<file path="src/rtl/key_conditioner_if.sv">
`default_nettype none
// ============================================================================
//  Module   : key_conditioner_if
//  Purpose  : Bundles the raw push-button bus and the conditioned key outputs
//             exchanged between the board pins and the game core.
//  Signals  : Key      [3:0]  raw buttons, active-low ([3]=Up,[2]=Down,
//                             [1]=Left,[0]=Right)
//             Key_db   [3:0]  debounced keys, active-low, same mapping
//             Press    [3:0]  one-cycle active-high press pulses
//             Dir      [3:0]  one-hot last-pressed direction (0000 = none)
//             Any_held        high while any debounced key is down
//  Modports : master - drives Key, observes the conditioned outputs
//             slave  - the conditioner itself
//  Revision : 1.0  initial release
// ============================================================================
interface key_conditioner_if;
  logic [3:0] Key;
  logic [3:0] Key_db;
  logic [3:0] Press;
  logic [3:0] Dir;
  logic       Any_held;

  modport master (
    output Key,
    input  Key_db,
    input  Press,
    input  Dir,
    input  Any_held
  );

  modport slave (
    input  Key,
    output Key_db,
    output Press,
    output Dir,
    output Any_held
  );
endinterface
`default_nettype wire

</file>
<file path="src/rtl/key_conditioner.sv">
`default_nettype none
// ============================================================================
//  Module   : key_conditioner
//  Purpose  : Synchronises and debounces four active-low push-buttons, emits
//             one-cycle press pulses and latches a one-hot last direction.
//  Ports    : Clk_50MHz  system clock (only clock)
//             Rst_n      asynchronous active-low reset
//             kif        key_conditioner_if.slave (Key in; Key_db, Press,
//                        Dir, Any_held out)
//  Options  : KEYCOND_REPEAT_EN - when defined, the key selected by Dir
//             auto-repeats its Press pulse after REPEAT_DELAY cycles and
//             then every REPEAT_PERIOD cycles while it stays held.
//  Revision : 1.0  initial release
// ============================================================================
module key_conditioner #(
  parameter int DEBOUNCE_CYCLES = 1000000,
  parameter int CNT_W           = 20,
  parameter int REPEAT_DELAY    = 25000000,
  parameter int REPEAT_PERIOD   = 6250000
) (
  input  logic                 Clk_50MHz,
  input  logic                 Rst_n,
  key_conditioner_if.slave     kif
);

  localparam logic [CNT_W-1:0] DB_LAST = CNT_W'(DEBOUNCE_CYCLES - 1);

  logic [3:0]       sync1_q, sync1_d;
  logic [3:0]       sync2_q, sync2_d;
  logic [CNT_W-1:0] db_cnt_q [4];
  logic [CNT_W-1:0] db_cnt_d [4];
  logic [3:0]       key_db_q, key_db_d;
  logic [3:0]       key_db_dly_q, key_db_dly_d;
  logic             any_held_q, any_held_d;
  logic [3:0]       press_q, press_d;
  logic [3:0]       dir_q, dir_d;
  logic [3:0]       fall;
  logic [3:0]       rpt_pulse;

  // Two-flop synchroniser; only sync2_q is used downstream.
  assign sync1_d = kif.Key;
  assign sync2_d = sync1_q;

  // Per-key debounce: any cycle where the synced level matches the stable
  // level restarts the count, so only an uninterrupted run is accepted.
  always_comb begin
    key_db_d = key_db_q;
    for (int i = 0; i < 4; i++) begin
      if (sync2_q[i] == key_db_q[i]) begin
        db_cnt_d[i] = '0;
      end else if (db_cnt_q[i] == DB_LAST) begin
        db_cnt_d[i] = '0;
        key_db_d[i] = sync2_q[i];
      end else begin
        db_cnt_d[i] = db_cnt_q[i] + 1'b1;
      end
    end
  end

  assign key_db_dly_d = key_db_q;
  assign any_held_d   = ~&key_db_d;

  // Falling edge of the debounced level, seen one cycle after Key_db drops.
  assign fall = key_db_dly_q & ~key_db_q;

  // Direction arbitration: Right > Left > Down > Up.
  always_comb begin
    dir_d = dir_q;
    if (fall[0])      dir_d = 4'b0001;
    else if (fall[1]) dir_d = 4'b0010;
    else if (fall[2]) dir_d = 4'b0100;
    else if (fall[3]) dir_d = 4'b1000;
  end

  assign press_d = fall | rpt_pulse;

`ifdef KEYCOND_REPEAT_EN
  // Counter is sized from the repeat intervals themselves so the default
  // multi-second delays fit regardless of the debounce counter width.
  localparam int RPT_MAX = (REPEAT_DELAY > REPEAT_PERIOD) ? REPEAT_DELAY : REPEAT_PERIOD;
  localparam int RPT_W   = (RPT_MAX > 1) ? $clog2(RPT_MAX) : 1;
  localparam logic [RPT_W-1:0] RPT_DELAY_LAST  = RPT_W'(REPEAT_DELAY - 1);
  localparam logic [RPT_W-1:0] RPT_PERIOD_LAST = RPT_W'(REPEAT_PERIOD - 1);

  logic [RPT_W-1:0] rpt_cnt_q, rpt_cnt_d;
  logic             rpt_phase_q, rpt_phase_d;   // 0: awaiting first repeat
  logic             dir_held;

  assign dir_held = (dir_q != 4'b0000) && ((key_db_q & dir_q) == 4'b0000);

  always_comb begin
    rpt_cnt_d   = rpt_cnt_q;
    rpt_phase_d = rpt_phase_q;
    rpt_pulse   = 4'b0000;
    if (|fall || !dir_held) begin
      // A genuine press restarts the delay; a release stops repeating.
      rpt_cnt_d   = '0;
      rpt_phase_d = 1'b0;
    end else if (!rpt_phase_q && rpt_cnt_q == RPT_DELAY_LAST) begin
      rpt_pulse   = dir_q;
      rpt_cnt_d   = '0;
      rpt_phase_d = 1'b1;
    end else if (rpt_phase_q && rpt_cnt_q == RPT_PERIOD_LAST) begin
      rpt_pulse   = dir_q;
      rpt_cnt_d   = '0;
    end else begin
      rpt_cnt_d   = rpt_cnt_q + 1'b1;
    end
  end

  always_ff @(posedge Clk_50MHz or negedge Rst_n) begin
    if (!Rst_n) begin
      rpt_cnt_q   <= '0;
      rpt_phase_q <= 1'b0;
    end else begin
      rpt_cnt_q   <= rpt_cnt_d;
      rpt_phase_q <= rpt_phase_d;
    end
  end
`else
  logic unused_repeat_cfg;
  assign unused_repeat_cfg = ^{32'(REPEAT_DELAY), 32'(REPEAT_PERIOD)};
  assign rpt_pulse = 4'b0000;
`endif

  always_ff @(posedge Clk_50MHz or negedge Rst_n) begin
    if (!Rst_n) begin
      sync1_q      <= 4'b1111;
      sync2_q      <= 4'b1111;
      for (int i = 0; i < 4; i++) db_cnt_q[i] <= '0;
      key_db_q     <= 4'b1111;
      key_db_dly_q <= 4'b1111;
      any_held_q   <= 1'b0;
      press_q      <= 4'b0000;
      dir_q        <= 4'b0000;
    end else begin
      sync1_q      <= sync1_d;
      sync2_q      <= sync2_d;
      for (int i = 0; i < 4; i++) db_cnt_q[i] <= db_cnt_d[i];
      key_db_q     <= key_db_d;
      key_db_dly_q <= key_db_dly_d;
      any_held_q   <= any_held_d;
      press_q      <= press_d;
      dir_q        <= dir_d;
    end
  end

  assign kif.Key_db   = key_db_q;
  assign kif.Press    = press_q;
  assign kif.Dir      = dir_q;
  assign kif.Any_held = any_held_q;

endmodule
`default_nettype wire

</file>
<file path="src/flat_wrapper.sv">
// flat-port wrapper written by rule: the top's interface ports become plain ports
module key_conditioner_flat 
#(
  parameter int DEBOUNCE_CYCLES = 1000000,
  parameter int CNT_W           = 20,
  parameter int REPEAT_DELAY    = 25000000,
  parameter int REPEAT_PERIOD   = 6250000
)
  (Clk_50MHz, Rst_n, kif_Key, kif_Key_db, kif_Press, kif_Dir, kif_Any_held);
  key_conditioner_if kif_i ();
  input  logic Clk_50MHz;
  input  logic Rst_n;
  input wire logic [$bits(kif_i.Key)-1:0] kif_Key;
  output wire logic [$bits(kif_i.Key_db)-1:0] kif_Key_db;
  output wire logic [$bits(kif_i.Press)-1:0] kif_Press;
  output wire logic [$bits(kif_i.Dir)-1:0] kif_Dir;
  output wire logic [$bits(kif_i.Any_held)-1:0] kif_Any_held;
  assign kif_i.Key = kif_Key;
  assign kif_Key_db = kif_i.Key_db;
  assign kif_Press = kif_i.Press;
  assign kif_Dir = kif_i.Dir;
  assign kif_Any_held = kif_i.Any_held;
  key_conditioner #(.DEBOUNCE_CYCLES(DEBOUNCE_CYCLES), .CNT_W(CNT_W), .REPEAT_DELAY(REPEAT_DELAY), .REPEAT_PERIOD(REPEAT_PERIOD)) u_core (.Clk_50MHz(Clk_50MHz), .Rst_n(Rst_n), .kif(kif_i));
endmodule
</file>
<file path="config.mk">
export PLATFORM = sky130hd
export DESIGN_NAME = key_conditioner_flat
export DESIGN_NICKNAME = d
export VERILOG_FILES = /design/src/rtl/key_conditioner_if.sv /design/src/rtl/key_conditioner.sv /design/src/flat_wrapper.sv
export SDC_FILE = /design/constraint.sdc
export NUM_CORES = 1
export LEC_CHECK = 0
export CORE_UTILIZATION = 40
export CTS_CLUSTER_DIAMETER = 100
export CTS_CLUSTER_SIZE = 14
export DETAILED_ROUTE_END_ITERATION = 12
export GPL_TIMING_DRIVEN = 0
export SLEW_MARGIN = 20
export SYNTH_ARGS = -nofsm -noshare
export SYNTH_HDL_FRONTEND = slang
export SYNTH_SLANG_ARGS = --single-unit
</file>
<file path="constraint.sdc">
create_clock -name Clk_50MHz -period 5.1 [get_ports Clk_50MHz]
set_clock_uncertainty 0.15 [all_clocks]
set_input_delay 1.02 -clock Clk_50MHz [delete_from_list [all_inputs] [get_ports Clk_50MHz]]
set_output_delay 1.02 -clock Clk_50MHz [all_outputs]
set_load 0.02 [all_outputs]
</file>
==> impl_metrics.json <==
{
  "crit_type": "flip-flop to output port",
  "cpPeakStageDelay_ps": 620,
  "worst_pin_slew_ps": 972.3,
  "grt_pass1_vias": 3037,
  "final_util": 0.4817,
  "met1_usage": 0.1991,
  "wirelength_um": 7889,
  "wl_per_cell_um": 12.81,
  "power_density_mw_per_mm2": 305.7,
  "start_kind": "flip-flop",
  "critPathSlowestCell": "clkdlybuf4s50_1",
  "postSynthCellCount": 441,
  "fmax_mhz": 369.3,
  "synthAdderAreaFrac": 0.01084,
  "cts_root_buffer": "clkbuf_16",
  "synth_mux_area_frac": 0.01057,
  "period_minus_slack_ps": 2708,
  "cp_max_fo": 5,
  "fillCellCount": 989,
  "synth_edf_count": 0,
  "clkSinkCount": 105,
  "post-synth-top-count-cell": "nor2_1",
  "seq_area_mm2": 0.002648,
  "cp_top_family": "buffers and inverters",
  "antennaDiodeCount": 0,
  "worstSkewPairLatency_ps": 340,
  "slew_headroom": 0.3458,
  "seqPwrFrac": 0.528,
  "drt.antenna.violating_nets": 0,
  "busiest_layer": "met2",
  "drv_cap": 0,
  "synth_area_leader_cell": "dfrtp_1",
  "grt_max_degree": 78,
  "fp.dieH_um": 109.4,
  "clkTransAtPathRegs_ps": 70,
  "async_flop_share": 1.000,
  "clockPowerShare": 0.442,
  "synthToLayoutAreaGrowth_pct": 15.09,
  "ys_seq_elements": 105,
  "drive_gt1_frac": 0.09664,
  "slew_viol_final": 0,
  "cts.repair.resized": 0,
  "gp_congestion": 0.7274,
  "drt_iter0_drc": 90,
  "cts_tree": "built",
  "peakVddDrop_mv": 0.1720,
  "drc_errors": 0,
  "syn_nets": 451,
  "internal_power_w": 0.001292,
  "grt.overflow.total": 0,
  "power.share.combinational": 0.030,
  "status": "finished clean",
  "rsz0062_at_grt": "no",
  "avgSynthCellArea_um2": 10.47,
  "cts_max_level": 3,
  "pre_cts_slack_ps": 2746,
  "port_buffers": 18,
  "fp-row-count": 38,
  "critical_path.cell_chain": "clkdlybuf4s50_1",
  "synth_flop_cell": "dfrtp_1",
  "cts_buffer_depth": 2,
  "ys_top_cells_by_count": "nor2_1 (99), dfrtp_1 (89), xor2_1 (40), xnor2_1 (36), nand3_1 (35)",
  "synth-compound-area-share": 0.002168,
  "grt_usage": 0.1509,
  "switching_share": 0.2048,
  "synth_area_mm2": 0.004617,
  "start_util": 0.4186,
  "core_mm2": 0.01103,
  "ios": 19,
  "synth_top_family_by_area": "simple AND/OR/NAND/NOR gates",
  "yosys.area_share.simple": 0.2423,
  "crit_required_ps": 3930,
  "ys_types": 28,
  "grt_pass1_wl_um": 14000,
  "ys_seq_area_frac": 0.5734,
  "setup_ws_ps": 2392,
  "cp-end-kind": "output port",
  "cp.arrival_ps": 1540,
  "yosys_warnings": 0,
  "synth.area.top_cells": "dfrtp_1 (48%), dfstp_2 (9.1%), nor2_1 (8.0%)",
  "dieArea_mm2": 0.01198,
  "cts_made_buffers": 9,
  "layout_worst_path_cycle_share": 0.5310,
  "dr.pass1.iters": 4,
  "die_w_um": 109.4,
  "cts_hold_buffers": 0,
  "multi_input_area_mm2": 0.001893,
  "whs_ps": 207.4,
  "synth_top_area_share": 0.4824,
  "gr-usage-met3": 0.04209,
  "hold_viol": 0,
  "netSwitchingPower_w": 0.0003327,
  "postCtsSetupBuffers": 0,
  "num_vias": 3077,
  "finalSetupViolCount": 0,
  "dpl.hpwl_um": 5419,
  "antenna_found_initial": 0,
  "power.leakage_nw": 2.293,
  "avgViaCountPerCell": 4.995,
  "grt_use_met2": 0.2408,
  "path_buf_inv": 1,
  "nets": 481,
  "synth_xor_area_frac": 0.1442,
  "hp-class": "flip-flop to flip-flop"
}
final timing paths:
path,start,to,slack [ps],depth (start not counted)
max,u_core.kif.Key_db[0],kif_Key_db[0],2390,1
min,u_core.sync1_q[1],u_core.sync2_q[1],210,0
max reg2reg,u_core.db_cnt_q[62],u_core.db_cnt_q[79],2900,5
min reg2reg,u_core.sync1_q[1],u_core.sync2_q[1],210,0
max in group asynchronous,Rst_n,u_core.sync1_q[2],3720,2
min in group asynchronous,Rst_n,u_core.db_cnt_q[76],390,1
cells in the final DEF (no fill, tap or decap), types with 12 or more instances in the layout:
| cell type | netlist | routed |
|---|---|---|
| and3_1 | 13 | 13 |
| clkdlybuf4s50_1 | 0 | 17 |
| dfrtp_1 | 89 | 89 |
| dfstp_2 | 16 | 16 |
| nand2_1 | 29 | 29 |
| nand3_1 | 35 | 35 |
| nand4_1 | 15 | 15 |
| nor2_1 | 99 | 99 |
| nor4_1 | 12 | 12 |
| xnor2_1 | 36 | 36 |
| xor2_1 | 40 | 40 |
power groups by stage:
| stage | registers, W | clock network (W) | logic [W] |
|---|---|---|---|
| final | 0.000858 | 0.000718 | 0.0000492 |
| after global routing | 0.000859 | 0.000777 | 0.0000585 |
| after CTS | 0.000857 | 0.000750 | 0.0000515 |
| after detailed placement | 0.000873 | 0 | 0.0000512 |
| after global placement | 0.000873 | 0 | 0.0000481 |
| after floorplan | 0.000870 | 0 | 0.0000221 |
registers in the layout (all words and copies together), names as in the netlist:
name and flops:
u_core.db_cnt_q 80, u_core.key_db_dly_q 4, u_core.kif.Dir 4, u_core.kif.Key_db 4, u_core.kif.Press 4, u_core.sync1_q 4
u_core.sync2_q 4, u_core.kif.Any_held 1
through the flow:
| step | std cells | cell area, µm² | power [W] | setup TNS [ps] |
|---|---|---|---|---|
| after floorplan | 441 | 4617 | 0.0008923 | 0 |
| after global placement | 599 | 4972 | 0.0009208 | -97040 |
| after detailed placement | 600 | 5001 | 0.0009239 | 0 |
| after CTS | 616 | 5314 | 0.001659 | 0 |
| after global routing | 616 | 5314 | 0.001695 | 0 |
| final | 616 | 5314 | 0.001625 | 0 |
kinds of logic after synthesis:
kind of cell | count (synthesis)
simple gates | 233
compound gates | 2
buf+inv | 17
xor+xnor | 76
fa+ha+maj | 4
flops | 105
mux | 4
routing by layer:
| layer | up-vias | part of all wire |
|---|---|---|
| li1 | 1534 | - |
| met1 | 1504 | 0.49 |
| met2 | 32 | 0.47 |
| met3 | 7 | 0.030 |
| met4 | 0 | 0.0075 |
| met5 | - | 0 |
cell type report:
cell class / instances / share of cell area
tap: 140 / 0.03296
buffer: 6 / 0.006593
inverter: 11 / 0.007770
clock buffer: 11 / 0.04380
clock inverter: 5 / 0.01507
timing repair buffer: 19 / 0.03932
multi-input combinational: 319 / 0.3563
sequential: 105 / 0.4982
No activity file was read; power rests on OpenSTA's default activity.
==> RTL change 1: new RTL, same flow settings <==
`CNT_W` is set to 20 in 2 places; all go to 28.
--- a/src/rtl/key_conditioner.sv
+++ b/src/rtl/key_conditioner.sv
@@ -16,3 +16,3 @@
   parameter int DEBOUNCE_CYCLES = 1000000,
-  parameter int CNT_W           = 20,
+  parameter int CNT_W           = 28,
   parameter int REPEAT_DELAY    = 25000000,
--- a/src/flat_wrapper.sv
+++ b/src/flat_wrapper.sv
@@ -4,3 +4,3 @@
   parameter int DEBOUNCE_CYCLES = 1000000,
-  parameter int CNT_W           = 20,
+  parameter int CNT_W           = 28,
   parameter int REPEAT_DELAY    = 25000000,
Function: same outputs for any inputs over 10 cycles, from zero or initial values and one cycle with Rst_n low; that may be too few to reach the edited logic, so the function may still have changed.
==> RTL change 1 against the original RTL <==
Non-clock buffer count is 15 higher; combinational power up 26%; cell area is 41% higher; routed wire length is 62% higher; synthesized cell count up 45%; setup slack lost 100 ps; final cell count up 46%; via count up 49%; total power is 51% higher; worst hold slack worse by 3.1 ps; area after synthesis grew 39%; clock power rose by 77%; sequential cell count increased by 32; critical path depth unchanged.
==> RTL change 1: results (changes against the original RTL) <==
Total GRT Usage 0.174 (was 0.151); met2 wire len 6350 um (was 3710 um); WHS Path Cells 0 (unchanged); met2 Use GR 0.286 (was 0.241); library cells used by synthesis 38 (was 28); slack of the worst reg-to-reg path 2680 ps (was 2900 ps); Internal Power 1930 uW (was 1290 uW); via total after detailed routing 4592 (was 3077); share of cells above drive strength 1 0.104 (was 0.0966); wire per inst 14.2 um (was 12.8 um); H-tree Lvls 4 (was 3); met1 Use GR 0.219 (was 0.199); clk pwr 1270 uW (was 718 uW); slowest cell delay on critical path 650 ps (was 620 ps); register area share after synthesis 0.536 (was 0.573); Worst Path Arrival 1640 ps (was 1540 ps); latest clock arrival within the worst-skew pair 420 ps (was 340 ps); cell count after placement 870 (was 600); status completed (unchanged); xor/xnor cell area share of the yosys netlist 0.144 (about the same); met3 GRT Util 0.0478 (was 0.0421); Fill cells 1447 (was 989); Starting DRT DRC Count 267 (was 90); multiplexer area fraction after synthesis 0.00700 (was 0.0106); Synth top cells by count nor2_1 (133), dfrtp_1 (121), xor2_1 (62), nand3_1 (52), xnor2_1 (44) (was nor2_1 (99), dfrtp_1 (89), xor2_1 (40), xnor2_1 (36), nand3_1 (35)); Post-DP HPWL 8550 um (was 5420 um); fin nets 688 (was 481); Leak 0.00312 uW (was 0.00229 uW); reg2reg end u_core.db_cnt_q[78] (was u_core.db_cnt_q[79]); vias in the first global route 4744 (was 3037); Max VDD drop 0.000268 V (was 0.000172 V); overall routed net length 12800 um (was 7890 um); global-route wire length before repair 22400 um (was 14000 um); gp weighted congestion 0.815 (was 0.727); Avg Inst Size Synth 10.0 um2 (was 10.5 um2); Synth Area in Adders 0.00778 (was 0.0108); net count after synthesis 650 (was 451); actual slew at the worst max-slew pin 898 ps (was 972 ps); largest net degree at the start of global routing 103 (was 78); Post-DP Area 0.00691 mm2 (was 0.00500 mm2); Combinational Power Share 0.025 (was 0.030); DR WL met3 312 um (was 234 um); hold endpoint u_core.sync2_q[3] (was u_core.sync2_q[1]); Reg2Reg Depth 7 (was 5); top post-synthesis cells by area dfrtp_1 (47%), xor2_1 (8.4%), nor2_1 (7.8%) (was dfrtp_1 (48%), dfstp_2 (9.1%), nor2_1 (8.0%)); Synth Area in Compound Gates 0.00506 (was 0.00217); total CTS buffers 17 (was 9); met1 wire length 5990 um (was 3890 um); max reg flops 112 (was 80); Root Buffer clkbuf_16 (unchanged)
==> RTL change 1: changes by cell type after synthesis, moves of 4 or more <==
cell      before  now
dfrtp_1       89  121
nand4_1       15   37
and2_1         0    4
xor2_1        40   62
buf_2          4    9
buf_1          0    4
nand3_1       35   52
and4_1         5   12
clkbuf_1       0    8
xnor2_1       36   44
nor4_1        12   17
nor3_1         8   25
nor2_1        99  133
==> RTL change 1: through the flow <==
stage / power (uW) / setup WS (ps) / hold WS [ps] / utilization
after floorplan: 1160 / 3070 / 195 / -
after global placement: 1190 / -2480 / 197 / 0.446
after detailed placement: 1200 / 2680 / 197 / 0.448
after CTS: 2480 / 2230 / 206 / 0.487
after global routing: 2530 / 2210 / 207 / 0.487
final: 2450 / 2290 / 204 / 0.487
==> RTL change 1: cell type report <==
class,instances,area [um2],area share
Inverter,12,45.0,0.00599
Buffer,21,90.1,0.0120
Tap cell,211,264,0.0351
Timing Repair Buffer,19,213,0.0283
Clock inverter,14,180,0.0240
Multi-Input combinational cell,470,2850,0.379
Sequential cell,137,3450,0.459
Clock buffer,18,429,0.0571
==> RTL change 1: worst max path at each step <==
stage,start,end,slack [ps],depth (start not counted)
2_1_floorplan,u_core.db_cnt_q[56],u_core.db_cnt_q[82],3070,7
5_1_grt,u_core.kif.Key_db[1],kif_Key_db[1],2210,1
3_3_place_gp,Rst_n,u_core.db_cnt_q[34],-2480,1
4_1_cts,u_core.kif.Key_db[1],kif_Key_db[1],2230,1
6_report,u_core.kif.Key_db[1],kif_Key_db[1],2290,1
3_5_place_dp,u_core.db_cnt_q[15],u_core.db_cnt_q[25],2680,8
==> RTL change 2: new RTL, config.mk and constraints unchanged <==
Made on the original files. Add a define of `KEYCOND_REPEAT_EN`.
--- a/src/rtl/key_conditioner.sv
+++ b/src/rtl/key_conditioner.sv
@@ -14,2 +14,4 @@
 // ============================================================================
+`define KEYCOND_REPEAT_EN
+
 module key_conditioner #(
Check against the original RTL: same outputs for any inputs over 10 cycles, from zero or initial values and one cycle with Rst_n low; that may be too few to reach the edited logic, so the function may still have changed.
==> RTL change 2 against the original RTL <==
The flow now finishes with violations (design-rule violations); synthesized cell count increased by 32%; clock power increased by 99%; sequential cell count increased by 26; first-iteration DRC count increased to 3.2 times the old value; area after synthesis increased by 31%; sequential power increased by 24%; total power increased by 57%; final cell count increased by 33%; routed wire length increased by 44%; combinational power increased by 9.3%; setup slack got worse by 130 ps; cell area increased by 35%; critical endpoint unchanged; largest cell class unchanged; largest power group is now clock.
==> RTL change 2: results (changes against the original RTL) <==
Max-slew headroom 0.448 (was 0.346); top post-synthesis cells by area dfrtp_1 (48%), xor2_1 (8.7%), nor2_1 (7.7%) (was dfrtp_1 (48%), dfstp_2 (9.1%), nor2_1 (8.0%)); Worst Path Arrival 1670 ps (was 1540 ps); failing checks design-rule violations; H-tree Lvls 4 (was 3); hold slack 202 ps (was 207 ps); share of cells above drive strength 1 0.111 (was 0.0966); Leak 0.00301 uW (was 0.00229 uW); vias in the first global route 4243 (was 3037); overall routed net length 11400 um (was 7890 um); latest clock arrival within the worst-skew pair 420 ps (was 340 ps); gp weighted congestion 0.805 (was 0.727); DR DRC count 4 (was 0); slowest cell delay on critical path 660 ps (was 620 ps); register area share after synthesis 0.547 (was 0.573); Synth top cells by count nor2_1 (123), dfrtp_1 (115), xor2_1 (60), nand2_1 (39), xnor2_1 (39) (was nor2_1 (99), dfrtp_1 (89), xor2_1 (40), xnor2_1 (36), nand3_1 (35)); Total GRT Usage 0.164 (was 0.151); vias per inst 5.11 (was 5.00); r2r startpoint u_core.rpt_cnt_q[0] (was u_core.db_cnt_q[62]); library cells used by synthesis 40 (was 28); Post-DP HPWL 7640 um (was 5420 um); slack of the worst reg-to-reg path 2790 ps (was 2900 ps); status complete, but fails checks (was completed); fin nets 631 (was 481); largest net degree at the start of global routing 103 (was 78); pre-CTS setup slack 2680 ps (was 2750 ps)
RTL change 2: changes by cell type in the layout (fill, tap and decap cells not counted), moves of 5 or more:
cell       change
nor4_1         +5
nand4_1        +9
clkbuf_16      +8
nand2_1       +10
nand2b_1       +5
dfrtp_1       +26
clkbuf_8       +6
nor2b_1        +7
and4_1         +7
xor2_1        +20
nor2_1        +24
RTL change 2: per-stage QoR:
stage	TNS, ps	std cells	cell area [um2]
after floorplan	0	582	6030
after global placement	-263630	784	6440
after detailed placement	0	785	6470
after CTS	0	817	7180
after global routing	0	817	7180
final	0	817	7180
RTL change 2: cells by family (layout without fill, tap and decap cells):
kind of cell / Yosys count / in the layout / synth area share
AOI/OAI and AO/OA: 12 / 12 / 0.0185
buffers and inverters: 21 / 72 / 0.0166
DFF: 131 / 131 / 0.547
xor gates and xnor gates: 99 / 99 / 0.144
adders and majority gates: 5 / 5 / 0.0104
and+or+nand+nor: 310 / 310 / 0.256
muxes: 4 / 4 / 0.00747
RTL change 2: how the worst min path moves through the flow:
| stage | from | end | depth (start not counted) |
|---|---|---|---|
| floorplan | u_core.sync1_q[0] | u_core.sync2_q[0] | 0 |
| global placement | u_core.sync1_q[3] | u_core.sync2_q[3] | 0 |
| detailed placement | u_core.sync1_q[2] | u_core.sync2_q[2] | 0 |
| CTS | u_core.sync1_q[2] | u_core.sync2_q[2] | 0 |
| global route | u_core.sync1_q[2] | u_core.sync2_q[2] | 0 |
| finish | u_core.sync1_q[3] | u_core.sync2_q[3] | 0 |
RTL change 2: final cells by class:
cell class,instances,share of cell area
tap,184,0.0321
buffer,12,0.00924
inverter,9,0.00471
clock buffer,24,0.0713
sequential,131,0.460
clock inverter,8,0.0269
multi-input combinational,430,0.367
timing repair buffer,19,0.0296
RTL change 2: per-layer routing:
layer | routed length, um | track usage | up-vias
li1 | - | - | 2052
met1 | 5530 | 0.217 | 2058
met2 | 5310 | 0.251 | 55
met3 | 389 | 0.0468 | 13
met4 | 157 | 0.0704 | 0
met5 | 0 | 0 | -
RTL change 2: where the power goes:
part / leakage, uW / switching (uW) / total, uW / internal, uW
registers: 0.00176 / 8.86 / 1060 / 1050
logic: 0.000911 / 37.7 / 53.8 / 16.1
clock network: 0.000343 / 435 / 1430 / 995
